File: config.mk
export PLATFORM = sky130hd
export DESIGN_NAME = exe_mem_req_flat
export DESIGN_NICKNAME = d
export VERILOG_FILES = /design/src/rtl/exe_mem_req_if.sv /design/src/rtl/exe_mem_req.sv /design/src/flat_wrapper.sv
export SDC_FILE = /design/constraint.sdc
export NUM_CORES = 1
export LEC_CHECK = 0
export BUFFER_PORTS_ARGS = -buffer_cell sky130_fd_sc_hd__buf_2
export CAP_MARGIN = 30
export CORE_MARGIN = 1.5
export CORE_UTILIZATION = 48
export DETAILED_ROUTE_END_ITERATION = 6
export PLACE_DENSITY = 0.91
export RECOVER_POWER = 50
export SLEW_MARGIN = 10
export SYNTH_ARGS = -nofsm -noshare
export SYNTH_HDL_FRONTEND = slang
export SYNTH_SLANG_ARGS = --single-unit
File: constraint.sdc
create_clock -name clk -period 5.2 [get_ports clk]
set_input_delay 0.26 -clock clk [delete_from_list [all_inputs] [get_ports clk]]
set_output_delay 0.26 -clock clk [all_outputs]
set_load 0.05 [all_outputs]
File: src/rtl/exe_mem_req_if.sv
// rtl/exe_mem_req_if.sv - data-side SRAM-like bus between exe_mem_req and memory
interface exe_mem_req_if #(
    parameter int DATA_WIDTH = 32,
    parameter int ADDR_WIDTH = 32
);
    logic                    req;
    logic                    wr;
    logic [1:0]              size;
    logic [ADDR_WIDTH-1:0]   addr;
    logic [DATA_WIDTH/8-1:0] wstrb;
    logic [DATA_WIDTH-1:0]   wdata;
    logic                    addr_ok;
    logic                    data_ok;
    logic [DATA_WIDTH-1:0]   rdata;

    modport master (
        output req, wr, size, addr, wstrb, wdata,
        input  addr_ok, data_ok, rdata
    );

    modport slave (
        input  req, wr, size, addr, wstrb, wdata,
        output addr_ok, data_ok, rdata
    );
endinterface

File: src/rtl/exe_mem_req.sv
// rtl/exe_mem_req.sv - execute-stage memory request unit with outstanding tracking and flush discard
module exe_mem_req #(
    parameter int DATA_WIDTH = 32,
    parameter int ADDR_WIDTH = 32,
    parameter int MAX_OUT    = 2
) (
    input  logic                  clk,
    input  logic                  reset,
    input  logic                  op_valid,
    output logic                  op_ready,
    input  logic                  op_store,
    input  logic [1:0]            op_size,
    input  logic [ADDR_WIDTH-1:0] op_addr,
    input  logic [DATA_WIDTH-1:0] op_wdata,
    input  logic                  flush,
    output logic                  ale,
    exe_mem_req_if.master         bus,
    output logic                  resp_valid,
    output logic [DATA_WIDTH-1:0] resp_rdata,
    output logic                  busy
);
    localparam int         STRB_W  = DATA_WIDTH / 8;
    localparam int         LANE_W  = $clog2(STRB_W);
    localparam logic [2:0] CNT_MAX = 3'(MAX_OUT);

    typedef enum logic {IDLE, REQ} state_t;

    state_t                state;
    logic [2:0]            out_cnt;
    logic [2:0]            discard_cnt;
    logic                  req_kill;

    logic [LANE_W-1:0]     lane;
    logic                  misaligned;
    logic [STRB_W-1:0]     strb_n;
    logic [DATA_WIDTH-1:0] wdata_n;
    logic                  addr_hs;
    logic                  beat;
    logic                  accept;
    logic [2:0]            out_nxt;
    logic [2:0]            disc_nxt;

    assign lane = op_addr[LANE_W-1:0];

    always_comb begin
        misaligned = 1'b0;
        strb_n     = '0;
        wdata_n    = '0;
        case (op_size)
            2'd0: begin
                strb_n  = STRB_W'(1) << lane;
                wdata_n = {STRB_W{op_wdata[7:0]}};
            end
            2'd1: begin
                misaligned = op_addr[0];
                strb_n     = STRB_W'(3) << lane;
                wdata_n    = {(DATA_WIDTH/16){op_wdata[15:0]}};
            end
            2'd2: begin
                misaligned = |op_addr[1:0];
                strb_n     = STRB_W'(15) << lane;
                wdata_n    = {(DATA_WIDTH/32){op_wdata[31:0]}};
            end
            default: begin
                misaligned = (DATA_WIDTH == 32) | (|op_addr[2:0]);
                strb_n     = '1;
                wdata_n    = op_wdata;
            end
        endcase
        if (!op_store) strb_n = '0;
    end

    // A data_ok with nothing outstanding is a protocol violation and never counts.
    assign addr_hs = (state == REQ) & bus.addr_ok;
    assign beat    = bus.data_ok & (out_cnt != '0);
    assign out_nxt = out_cnt + {2'b00, addr_hs} - {2'b00, beat};

    always_comb begin
        if (flush) begin
            disc_nxt = out_nxt;
        end else begin
            disc_nxt = discard_cnt
                     - {2'b00, beat & (discard_cnt != '0)}
                     + {2'b00, addr_hs & req_kill};
        end
    end

    // A retiring beat frees a slot in the same cycle, so back-pressure lifts without a bubble.
    assign op_ready   = reset & (state == IDLE) & ((out_cnt < CNT_MAX) | beat) & ~flush;
    assign accept     = op_valid & op_ready;
    assign resp_valid = reset & beat & ~flush & (discard_cnt == '0);
    assign resp_rdata = bus.rdata;
    assign busy       = reset & ((out_cnt != '0) | (state == REQ));

    always_ff @(posedge clk) begin
        if (!reset) begin
            state       <= IDLE;
            out_cnt     <= '0;
            discard_cnt <= '0;
            req_kill    <= 1'b0;
            ale         <= 1'b0;
            bus.req     <= 1'b0;
            bus.wr      <= 1'b0;
            bus.size    <= '0;
            bus.addr    <= '0;
            bus.wstrb   <= '0;
            bus.wdata   <= '0;
        end else begin
            out_cnt     <= out_nxt;
            discard_cnt <= disc_nxt;
            ale         <= 1'b0;
            case (state)
                IDLE: begin
                    if (accept) begin
                        if (misaligned) begin
                            ale <= 1'b1;
                        end else begin
                            state     <= REQ;
                            bus.req   <= 1'b1;
                            bus.wr    <= op_store;
                            bus.size  <= op_size;
                            bus.addr  <= op_addr;
                            bus.wstrb <= strb_n;
                            bus.wdata <= wdata_n;
                        end
                    end
                end
                REQ: begin
                    // Bus fields stay frozen until addr_ok even across a flush.
                    if (bus.addr_ok) begin
                        state    <= IDLE;
                        bus.req  <= 1'b0;
                        req_kill <= 1'b0;
                    end else if (flush) begin
                        req_kill <= 1'b1;
                    end
                end
                default: state <= IDLE;
            endcase
        end
    end
endmodule

File: src/flat_wrapper.sv
// flat-port wrapper written by rule: the top's interface ports become plain ports
module exe_mem_req_flat 
#(
    parameter int DATA_WIDTH = 32,
    parameter int ADDR_WIDTH = 32,
    parameter int MAX_OUT    = 2
)
  (clk, reset, op_valid, op_ready, op_store, op_size, op_addr, op_wdata, flush, ale, resp_valid, resp_rdata, busy, bus_req, bus_wr, bus_size, bus_addr, bus_wstrb, bus_wdata, bus_addr_ok, bus_data_ok, bus_rdata);
  exe_mem_req_if #(.DATA_WIDTH(DATA_WIDTH), .ADDR_WIDTH(ADDR_WIDTH)) bus_i ();
  input  logic clk;
  input  logic reset;
  input  logic op_valid;
  output logic op_ready;
  input  logic op_store;
  input  logic [1:0] op_size;
  input  logic [ADDR_WIDTH-1:0] op_addr;
  input  logic [DATA_WIDTH-1:0] op_wdata;
  input  logic flush;
  output logic ale;
  output logic resp_valid;
  output logic [DATA_WIDTH-1:0] resp_rdata;
  output logic busy;
  output wire logic [$bits(bus_i.req)-1:0] bus_req;
  output wire logic [$bits(bus_i.wr)-1:0] bus_wr;
  output wire logic [$bits(bus_i.size)-1:0] bus_size;
  output wire logic [$bits(bus_i.addr)-1:0] bus_addr;
  output wire logic [$bits(bus_i.wstrb)-1:0] bus_wstrb;
  output wire logic [$bits(bus_i.wdata)-1:0] bus_wdata;
  input wire logic [$bits(bus_i.addr_ok)-1:0] bus_addr_ok;
  input wire logic [$bits(bus_i.data_ok)-1:0] bus_data_ok;
  input wire logic [$bits(bus_i.rdata)-1:0] bus_rdata;
  assign bus_req = bus_i.req;
  assign bus_wr = bus_i.wr;
  assign bus_size = bus_i.size;
  assign bus_addr = bus_i.addr;
  assign bus_wstrb = bus_i.wstrb;
  assign bus_wdata = bus_i.wdata;
  assign bus_i.addr_ok = bus_addr_ok;
  assign bus_i.data_ok = bus_data_ok;
  assign bus_i.rdata = bus_rdata;
  exe_mem_req #(.DATA_WIDTH(DATA_WIDTH), .ADDR_WIDTH(ADDR_WIDTH), .MAX_OUT(MAX_OUT)) u_core (.clk(clk), .reset(reset), .op_valid(op_valid), .op_ready(op_ready), .op_store(op_store), .op_size(op_size), .op_addr(op_addr), .op_wdata(op_wdata), .flush(flush), .ale(ale), .bus(bus_i), .resp_valid(resp_valid), .resp_rdata(resp_rdata), .busy(busy));
endmodule
Word-level counts from Yosys, hierarchy flattened
Index checks and enable logic that the tools add are counted.
- add/sub/neg operators: 4
- order comparisons: 1
- eq/ne operators: 5
- shift operators: 3
- multiplexer cells: 16
- bitwise operators: 19
- reduce and logical (&&, ||, !) cells: 10
- operators by type and width (operator ; count):
    $pmux W32 S2 ; 1
    $and A1 B1 Y1 ; 12
    $pmux W4 S3 ; 1
    $mux W1 ; 9
    $add A3 B1 Y3 ; 2
    $reduce_and A3 Y1 ; 2
    $reduce_bool A3 Y1 ; 2
    $sub A3 B1 Y3 ; 2
    $not A1 Y1 ; 5
    $mux W4 ; 1
    $ne A2 B2 Y1 const B ; 2
    $pmux W1 S2 ; 2
    $shl A1 B2 Y4 const A ; 1
    $shl A2 B2 Y4 const A ; 1
    $shl A4 B2 Y4 const A ; 1
    $logic_not A3 Y1 ; 1
    $lt A3 B2 Y1 const B ; 1
    $mux W3 ; 1
    $pmux W1 S3 ; 1
    $reduce_or A3 Y1 ; 1
    $eq A2 B1 Y1 const B ; 1
    $eq A2 B2 Y1 const B ; 1
    $logic_not A2 Y1 ; 1
    $ne A2 B1 Y1 const B ; 1
    4 further kinds ; 5
- flip-flop bits (word level): 81
- bits of input ports: 105
- output and inout bits: 108
- logic and storage cells: 69

Logic depth before layout (Yosys ltp)
Gate-level depths: netlist (run 1).
- word-level depth: 8
- gate-level depth with buffers: 10
- depth with buffers taken out: 10

Least setup slack after synthesis (run 1)
No wires, ideal clock.
- path type: flip-flop to flip-flop
- start: register u_core.out_cnt[1]
- end: register u_core.discard_cnt[2]
- setup time: 0.119 ns
- arrival: 1.972 ns
- required time: 5.081 ns
- path slack: 3.108 ns
- cell stages (with the launch flop): 10
- path buffers: 0
- clock period less this slack: 2.092 ns
- path through: dfxtp_1 o31ai_2 nor2_1 ha_1 inv_1 ha_1 fa_1 xnor2_1 xnor2_1 a21oi_1
- word-level cells in the longest chain between the ends: 6
- elaborated cells between the ends (all ways): 8
- classes of those cells: 4 x add/sub; 1 x mux; 2 x bitwise; 1 x reduce/logical
- ends and longest elaborated chain (what ; RTL line ; RTL):
    start: declaration ; exe_mem_req.sv:29 ; logic [2:0] out_cnt;
    start signal: assignment ; exe_mem_req.sv:109 ; out_cnt <= out_nxt;
    $reduce_bool A3 Y1 ; exe_mem_req.sv:75 ; assign beat = bus.data_ok & (out_cnt != '0);
    $and A1 B1 Y1 ; exe_mem_req.sv:75 ;
    $and A1 B1 Y1 ; exe_mem_req.sv:83 ; - {2'b00, beat & (discard_cnt != '0)}
    $sub A3 B1 Y3 ; exe_mem_req.sv:83 ;
    $add A3 B1 Y3 ; exe_mem_req.sv:84 ; + {2'b00, addr_hs & req_kill};
    $mux W3 * ; exe_mem_req.sv:79 ; if (flush) begin
    end signal: assignment ; exe_mem_req.sv:110 ; discard_cnt <= disc_nxt;
    end: declaration ; exe_mem_req.sv:30 ; logic [2:0] discard_cnt;
Mark *: on every way between the ends. The rest lies on a longest branch, timed or not.
A chain may end at the register's enable or synchronous reset.

Final worst setup path (run 1)
- start: register u_core.state
- end: register u_core.bus.wdata[30]
- word-level cells in the longest chain between the ends: 6
- ends and longest elaborated chain (what ; RTL line ; RTL):
    start: declaration ; exe_mem_req.sv:28 ; state_t state;
    start signal: assignment ; exe_mem_req.sv:97 ; state <= IDLE;
    start signal: assignment ; exe_mem_req.sv:118 ; state <= REQ;
    start signal: assignment ; exe_mem_req.sv:131 ; state <= IDLE;
    $not A1 Y1 (no line) * ; -- ;
    $and A1 B1 Y1 (3 in series) ; exe_mem_req.sv:89 ; assign op_ready = reset & (state == IDLE) & ((out_cnt < CNT_MAX) | beat) & ~flush;
    $and A1 B1 Y1 ; exe_mem_req.sv:90 ; assign accept = op_valid & op_ready;
    $reduce_and A3 Y1 (no line) * ; -- ;
    end signal: assignment ; exe_mem_req.sv:124 ; bus.wdata <= wdata_n;
    end: declaration ; exe_mem_req_if.sv:17 ; output req, wr, size, addr, wstrb, wdata,
Marks and branches as above.

==> results of run 1 <==
cell type report:
| cell class | count | area share |
|---|---|---|
| multi-input cells | 273 | 0.381 |
| flip-flops and latches | 81 | 0.365 |
| repair buffers | 154 | 0.162 |
| well taps | 102 | 0.0287 |
| clock buffers | 9 | 0.0279 |
| clock inverters | 7 | 0.0214 |
| inverters | 16 | 0.0135 |
cells in the final DEF, fill, tap and decap left out, types with 2 or more instances in the layout:
cell | Yosys | routed
nand3_1 | 46 | 46
buf_4 | 34 | 5
ha_1 | 9 | 9
mux2i_1 | 33 | 33
a21oi_1 | 12 | 12
a22oi_1 | 8 | 8
and2_1 | 3 | 2
a22o_1 | 8 | 8
buf_2 | 8 | 87
dfxtp_1 | 81 | 81
nor2_1 | 7 | 7
clkbuf_8 | 0 | 9
clkinv_2 | 0 | 2
nand2_1 | 71 | 71
inv_1 | 16 | 16
clkbuf_1 | 19 | 61
o21ai_1 | 18 | 18
clkinv_4 | 0 | 2
fa_1 | 2 | 2
o21ai_0 | 31 | 31
nor2b_1 | 3 | 3
xnor2_1 | 2 | 2
o211a_1 | 5 | 5
bufinv_16 | 0 | 2
cells in the mapped netlist (all sizes together), types with 8 or more instances:
master | number | area share
dfxtp | 81 | 0.43
a22o | 8 | 0.019
a22oi | 8 | 0.016
clkbuf | 19 | 0.019
inv | 16 | 0.016
mux2i | 33 | 0.088
nand2 | 71 | 0.071
ha | 9 | 0.030
o21ai | 49 | 0.065
buf | 45 | 0.086
a21oi | 12 | 0.016
nand3 | 46 | 0.061
worst reg2reg max path: stages, from the launching register on:
cell and delay, ns:
dfxtp_1 0.35, or3b_1 0.45, a211oi_4 0.23, buf_4 0.46
and2_2 0.49, buf_4 0.39, mux2i_1 0.25
logic make-up (layout without fill, tap and decap cells):
group | Yosys count | after routing | synth area share
adder cells (fa/ha/maj) | 11 | 11 | 0.0407
buffers and inverters | 80 | 186 | 0.121
flip-flops | 81 | 81 | 0.433
XOR/XNOR | 3 | 3 | 0.00701
AND/OR/NAND/NOR | 137 | 137 | 0.163
multiplexers | 33 | 33 | 0.0881
AO/OA/AOI/OAI | 89 | 89 | 0.148
final timing paths:
kind | start | endpoint | slack, ns | depth (start not counted)
worst max register to register | u_core.state | u_core.bus.wdata[30] | 2.51 | 6
worst min-delay path | op_addr[19] | u_core.bus.addr[19] | 0.14 | 3
worst max-delay path | u_core.state | u_core.bus.wdata[30] | 2.51 | 6
worst min register to register | u_core.bus.wdata[4] | u_core.bus.wdata[4] | 0.45 | 2
sequential cells by signal (all words and copies together) (netlist names):
register / flops
u_core.bus.addr: 32
u_core.bus.wdata: 32
u_core.bus.wstrb: 4
u_core.discard_cnt: 3
u_core.out_cnt: 3
u_core.bus.size: 2
u_core.ale: 1
u_core.bus.req: 1
u_core.bus.wr: 1
u_core.req_kill: 1
u_core.state: 1
through the flow:
step                hold WS (ns)  instances
floorplan                  0.361        434
global placement           0.433        625
detailed placement         0.442        625
CTS                        0.118        641
global route               0.123        642
finish                     0.135        642
metal layers:
layer  share of wire  global-route usage  vias to the layer above
li1                -                   -                     1651
met1            0.43               0.267                     1630
met2            0.49               0.382                      123
met3           0.056              0.0444                       23
met4           0.021              0.0951                        0
met5               0                   0                        -
power groups by stage:
stage               registers, mW  logic [mW]  clock network, mW
floorplan                   0.900       0.328                  0
detailed placement          0.745       0.568                  0
CTS                         0.731       0.569              0.505
global placement            0.740       0.548                  0
global route                0.740       0.604              0.534
finish                      0.732       0.557              0.494
==> flow_summary.ini, run 1 <==
[floorplan]
die_h_um = 91.4
die_area_um2 = 8350
pin_count = 213
rows = 32
die_w_um = 91.4
coreArea_um2 = 7650
initial_core_util = 0.490

[final_layout]
multi_input_area_um2 = 1700
fin_nets = 651
post-route-util = 0.581
antenna_cells = 0
layout-area-overhead-vs-synth_pct = 18.6
drive_gt1_frac = 0.209
fill_cells = 732
seqCellArea_um2 = 1620
fin_area_um2 = 4450

[power_and_ir_drop]
internal-power_mw = 1.13
clockPowerShare = 0.277
p_sw_uw = 657
p_comb_frac = 0.312
power_density_nw_per_um2 = 401
power.total_mw = 1.78
peakVddDrop_v = 0.000154
seq_power_share = 0.411
leakagePower_nw = 1.90
p_sw_frac = 0.368

[placement]
place_area_um2 = 4280
dp_hpwl_um = 6690
gp_congestion = 0.935
dp_slack_ns = 1.96
port_buffers = 148

[flow_run]
cap_violations = 0

[timing]
slew_viol_final = 0
slew_headroom = 0.456
fin_crit_ns = 2.69
worst_slew_pin_slew_ns = 0.816
fin_crit_sh = 0.517
finalHoldViolCount = 0
fin_tns_setup_ns = 0
final.setup_skew_ns = 0.0105
fin_ws_ns = 2.51
rsz0062_at_grt = false
max_freq_mhz = 372
setup_viol = 0

[cts]
cts_resized = 0
cts_made_buffers = 9
post-cts-setup-buffer-count = 0
clock-sinks = 81
clk_latency_ns = 0.34
tritoncts = built
holdBufCountCts = 0
root_buffer = clkbuf_8
clk_path_buf_depth = 2
htreeDepth = 3
clkTransAtPathRegs_ns = 0.09

[logic_synthesis]
syn_area_um2 = 3750
ys_warn_count = 0
avgSynthCellArea_um2 = 8.63
synth_ff_type = dfxtp_1
synth_nets = 550
async_reset_ff_frac = 0
synth.distinct_cells = 37
ys_seq_elements = 81
synth_edf_count = 0
syn_inst = 434
ys_seq_area_frac = 0.433

[route]
first_pass_iters = 4
drt_wl_total_um = 9380
via_per_inst = 5.34
ant_nets = 0
vias = 3427
wl_per_cell_um = 14.6
drc_errors = 0
drt_iter0_drc = 213

[critical_path]
cp_slowest_stage_delay_ns = 0.47
critPathLaunchType = register
crit_chain = or3b_1 > a211oi_4 > buf_4 > and2_2 > buf_4 > mux2i_1
path_class = register to register
crit_family = simple AND/OR/NAND/NOR gates
arrival_ns = 2.95
cp.required_ns = 5.46
cpMostUsedCell = buf_4
slowest_stage = and2_2
cp_max_fo = 49
end_kind = register
cp_num_buf_inv = 2

[grt]
antenna_found_initial = 0
globalRouteOverflowTotal = 0
grt_usage = 0.222
grt_pass1_vias = 3279
grt_pass1_wl_um = 15000
grt_start_max_net_pins = 84

[outcome]
run_status = completed

[hold_path]
hp-class = primary input to register
No activity file was read; power rests on OpenSTA's default activity.
==> run 2: changes to the inputs <==
--- a/config.mk
+++ b/config.mk
@@ -8,9 +8,9 @@
 export BUFFER_PORTS_ARGS = -buffer_cell sky130_fd_sc_hd__buf_2
 export CAP_MARGIN = 30
 export CORE_MARGIN = 1.5
-export CORE_UTILIZATION = 48
+export CORE_UTILIZATION = 44
 export DETAILED_ROUTE_END_ITERATION = 6
-export PLACE_DENSITY = 0.91
+export PLACE_DENSITY = 0.85
 export RECOVER_POWER = 50
 export SLEW_MARGIN = 10
 export SYNTH_ARGS = -nofsm -noshare
==> constraint.sdc (replaced) <==
create_clock -name clk -period 2.7 [get_ports clk]
set_input_delay 0.135 -clock clk [delete_from_list [all_inputs] [get_ports clk]]
set_output_delay 0.135 -clock clk [all_outputs]
set_load 0.05 [all_outputs]
==> run 2 against run 1 <==
Effect of this change: non-clock buffer count rose by 13; via count down 1.0%; critical path type unchanged; highest routed layer unchanged; largest power group unchanged; cell count increased by 2.5%.
==> flow_summary.ini, run 2 (synthesis gave the netlist of run 1 again) <==
[placement]
dp_hpwl_um = 6640
place_area_um2 = 4300
port_buffers = 148
gp_congestion = 0.830

[power_and_ir_drop]
peakVddDrop_v = 0.000343
leakagePower_nw = 1.96
power_density_nw_per_um2 = 773

[cts]
cts_made_buffers = 9
tritoncts = built
clock-sinks = 81
htreeDepth = 3
root_buffer = clkbuf_8
clk_latency_ns = 0.34
clkTransAtPathRegs_ns = 0.08
post-cts-setup-buffer-count = 0
cts_resized = 0
clk_path_buf_depth = 2
holdBufCountCts = 12

[final_layout]
antenna_cells = 0
post-route-util = 0.557
largestRegisters = u_core.bus.addr x32, u_core.bus.wdata x32, u_core.bus.wstrb x4
seqCellArea_um2 = 1620
layout_common_cells = buf_2, dfxtp_1, nand2_1, clkbuf_1, nand3_1
fin_area_um2 = 4580
drive_gt1_frac = 0.203
multi_input_area_um2 = 1700
fill_cells = 776
layout-area-overhead-vs-synth_pct = 22.2
fin_nets = 664
layout_commonest_cell = buf_2

[timing]
max_freq_mhz = 426
fin_crit_ns = 2.35
whs_ns = 0.0179
fin_crit_sh = 0.870
slew_headroom = 0.441
finalHoldViolCount = 0
worst_slew_pin_slew_ns = 0.839
rsz0062_at_grt = false
setup_viol = 0
slew_viol_final = 0
final.setup_skew_ns = 0.00881
fin_tns_setup_ns = 0

[grt]
antenna_found_initial = 0
grt_pass1_vias = 3154
globalRouteOverflowTotal = 0
grt_start_max_net_pins = 84
grt_usage = 0.210
grt_pass1_wl_um = 14900

[critical_path]
critPathLaunchType = register
cp.required_ns = 2.97
cp_max_fo = 4
end_kind = register
path_class = register to register
arrival_ns = 2.62

[floorplan]
pin_count = 213
initial_core_util = 0.456
rows = 33
die_area_um2 = 9080
die_h_um = 95.3
die_w_um = 95.3
coreArea_um2 = 8220

[route]
wl_per_cell_um = 14.7
first_pass_iters = 4
drt_wl_total_um = 9650
via_per_inst = 5.16
drc_errors = 0
ant_nets = 0
drt_iter0_drc = 195
vias = 3392

[outcome]
run_status = completed

[hold_path]
hp-class = primary input to register

[flow_run]
cap_violations = 0
run 2: cell count changes in the layout (fill, tap and decap cells not counted):
cell	previous run	this run
clkinvlp_4	1	0
clkbuf_1	61	63
clkinv_4	2	1
dlygate4sd3_1	0	12
clkinv_2	2	1
buf_4	5	7
buf_12	1	0
bufinv_16	2	3
run 2: power breakdown:
part	internal [mW]	leakage (nW)	switching, mW
Clock	0.616	0.118	0.427
Sequential	1.33	0.659	0.0833
Combinational	0.334	1.18	0.755
run 2: worst paths after layout:
check | end | from | cells after the start | slack (ns)
worst min-delay path | u_core.bus.addr[29] | op_addr[29] | 3 | 0.02
worst min register to register | u_core.bus.size[0] | u_core.bus.size[0] | 2 | 0.45
worst max register to register | u_core.discard_cnt[2] | u_core.out_cnt[1] | 10 | 0.35
worst max-delay path | u_core.discard_cnt[2] | u_core.out_cnt[1] | 10 | 0.35
run 2: stage by stage:
stage | total power [mW] | cells | setup WS, ns
floorplan | 2.37 | 434 | 0.608
global placement | 2.48 | 630 | 0.454
detailed placement | 2.53 | 630 | 0.350
CTS | 3.60 | 658 | 0.330
global route | 3.75 | 658 | 0.0879
finish | 3.54 | 658 | 0.351
run 2: cell type report:
class                           count  area share
Multi-Input combinational cell    273       0.370
Sequential cell                    81       0.354
Timing Repair Buffer              167       0.183
Clock buffer                       11      0.0287
Tap cell                          105      0.0287
Clock inverter                      5      0.0227
Inverter                           16      0.0131
run 2: layer usage:
layer,vias to the layer above,share of wire,global-route usage
met5,-,0,0
met4,0,0.022,0.0970
met3,25,0.056,0.0463
met2,124,0.49,0.355
met1,1576,0.43,0.254
li1,1667,-,-
run 2: worst max-delay path, stage by stage (launching register included):
cell and delay, ns:
dfxtp_1 0.36, o31ai_2 0.46, inv_1 0.11, ha_1 0.28
inv_1 0.06, ha_1 0.13, inv_1 0.05, fa_1 0.38
xor2_1 0.19, o21ai_0 0.10, a21oi_1 0.15
==> run 3: changes to the inputs <==
--- a/config.mk
+++ b/config.mk
@@ -10,6 +10,7 @@
 export CORE_MARGIN = 1.5
 export CORE_UTILIZATION = 44
 export DETAILED_ROUTE_END_ITERATION = 6
+export HOLD_SLACK_MARGIN = 0.1
 export PLACE_DENSITY = 0.85
 export RECOVER_POWER = 50
 export SLEW_MARGIN = 10
==> constraint.sdc (replaced) <==
create_clock -name clk -period 2.7 [get_ports clk]
set_input_delay 0.54 -clock clk [delete_from_list [all_inputs] [get_ports clk]]
set_output_delay 0.54 -clock clk [all_outputs]
set_load 0.05 [all_outputs]
==> run 3 against run 2 <==
Effect of this change: clock-buffer cell count fell by 1; sequential share of layout area is 0.95 points higher; first-iteration DRC count fell by 60%; sequential power is essentially flat; power is 3.8% lower; maximum frequency is 0.48% lower; die area did not move; cell count is 1.8% lower; flip-flop and latch count is the same; global-route usage hardly changed; highest routed layer unchanged.
==> flow_summary.ini, run 3 (synthesis gave the netlist of run 1 again) <==
[outcome]
run_status = completed

[placement]
port_buffers = 148
gp_congestion = 0.880
dp_slack_ns = 0.270
dp_hpwl_um = 6980
place_area_um2 = 4340

[final_layout]
seqCellArea_um2 = 1620
fin_area_um2 = 4460
multi_input_area_um2 = 1700
drive_gt1_frac = 0.209
fill_cells = 787
post-route-util = 0.543
layout-area-overhead-vs-synth_pct = 19.0
layout_commonest_cell = buf_2
fin_nets = 654
layout_common_cells = buf_2, dfxtp_1, nand2_1, clkbuf_1, nand3_1
antenna_cells = 0
largestRegisters = u_core.bus.addr x32, u_core.bus.wdata x32, u_core.bus.wstrb x4

[grt]
grtUsageMet2 = 0.353
globalRouteOverflowTotal = 0
grt_busiest_layer = met2
grt_usage = 0.210
grt_start_max_net_pins = 49
grt_pass1_wl_um = 14800
grt_util_met3 = 0.0367
antenna_found_initial = 0
grt_pass1_vias = 3162
grt_use_met1 = 0.260

[floorplan]
rows = 33
pin_count = 213
die_area_um2 = 9080
coreArea_um2 = 8220
die_w_um = 95.3
initial_core_util = 0.456
die_h_um = 95.3

[route]
drt_iter0_drc = 78
via_per_inst = 5.20
first_pass_iters = 7
drc_errors = 0
vias = 3358
drt_wl_total_um = 9660
ant_nets = 0
wl_per_cell_um = 15.0

[critical_path]
end_kind = register
arrival_ns = 2.59
cp.required_ns = 2.93
critPathLaunchType = register
cp-startpoint = u_core.out_cnt[1]
r2r_cells = 9
cp_max_fo = 4
path_class = register to register
timing.rr.start = u_core.out_cnt[1]

[timing]
setup_viol = 0
fin_tns_setup_ns = 0
finalHoldViolCount = 0
max_freq_mhz = 424
slew_viol_final = 0
final.setup_skew_ns = 0.00752
worst_slew_pin_slew_ns = 0.905
fin_ws_ns = 0.340
fin_crit_sh = 0.874
fin_crit_ns = 2.36
rsz0062_at_grt = false
slew_headroom = 0.397

[cts]
clk_latency_ns = 0.34
clk_path_buf_depth = 2
clock-sinks = 81
tritoncts = built
htreeDepth = 3
root_buffer = clkbuf_8
clkTransAtPathRegs_ns = 0.08
post-cts-setup-buffer-count = 0
cts_resized = 0
cts_made_buffers = 9
holdBufCountCts = 0

[hold_path]
hp-class = primary input to register
holdPathStages = 2
hold_start = bus_addr_ok

[power_and_ir_drop]
leakagePower_nw = 1.91
internal-power_mw = 2.16
power_density_nw_per_um2 = 764
p_comb_frac = 0.317
p_sw_frac = 0.365
clockPowerShare = 0.270
p_sw_mw = 1.25
power.total_mw = 3.41
peakVddDrop_v = 0.000364
seq_power_share = 0.413

[flow_run]
cap_violations = 0
## run 3: through the flow
stage	hold WS [ns]	instances
2_1_floorplan	0.429	434
3_3_place_gp	0.433	632
3_5_place_dp	0.441	632
4_1_cts	0.390	646
5_1_grt	0.393	646
6_report	0.405	646
## run 3: final cells by class
| cell class | count | area share |
|---|---|---|
| multi-input combinational | 273 | 0.380 |
| inverter | 16 | 0.0135 |
| clock buffer | 10 | 0.0286 |
| sequential | 81 | 0.364 |
| timing repair buffer | 157 | 0.169 |
| tap | 105 | 0.0295 |
| clock inverter | 4 | 0.0157 |
## run 3: final timing paths
kind / slack, ns / to
setup / recovery: 0.34 / u_core.discard_cnt[2]
hold / removal: 0.40 / u_core.state
setup reg to reg: 0.34 / u_core.discard_cnt[2]
hold reg to reg: 0.45 / u_core.bus.size[0]
## run 3: power by group through the flow
stage	Sequential, mW	Combinational (mW)	Clock (mW)
final	1.41	1.08	0.920
after global routing	1.43	1.18	0.992
after CTS	1.41	1.11	0.939
after detailed placement	1.43	1.11	0
after global placement	1.43	1.07	0
after floorplan	1.73	0.633	0
## run 3: routing by layer
metal | routed length [um] | vias to the layer above
li1 | - | 1648
met1 | 4260 | 1571
met2 | 4640 | 115
met3 | 516 | 24
met4 | 245 | 0
met5 | 0 | -
## run 3: critical path, cell delays in order, from the launching register on
cell	delay (ns)
dfxtp_1	0.36
o31ai_2	0.46
nor2_1	0.11
ha_1	0.29
inv_1	0.04
ha_1	0.20
fa_1	0.39
xnor2_1	0.19
xnor2_1	0.14
a21oi_1	0.08
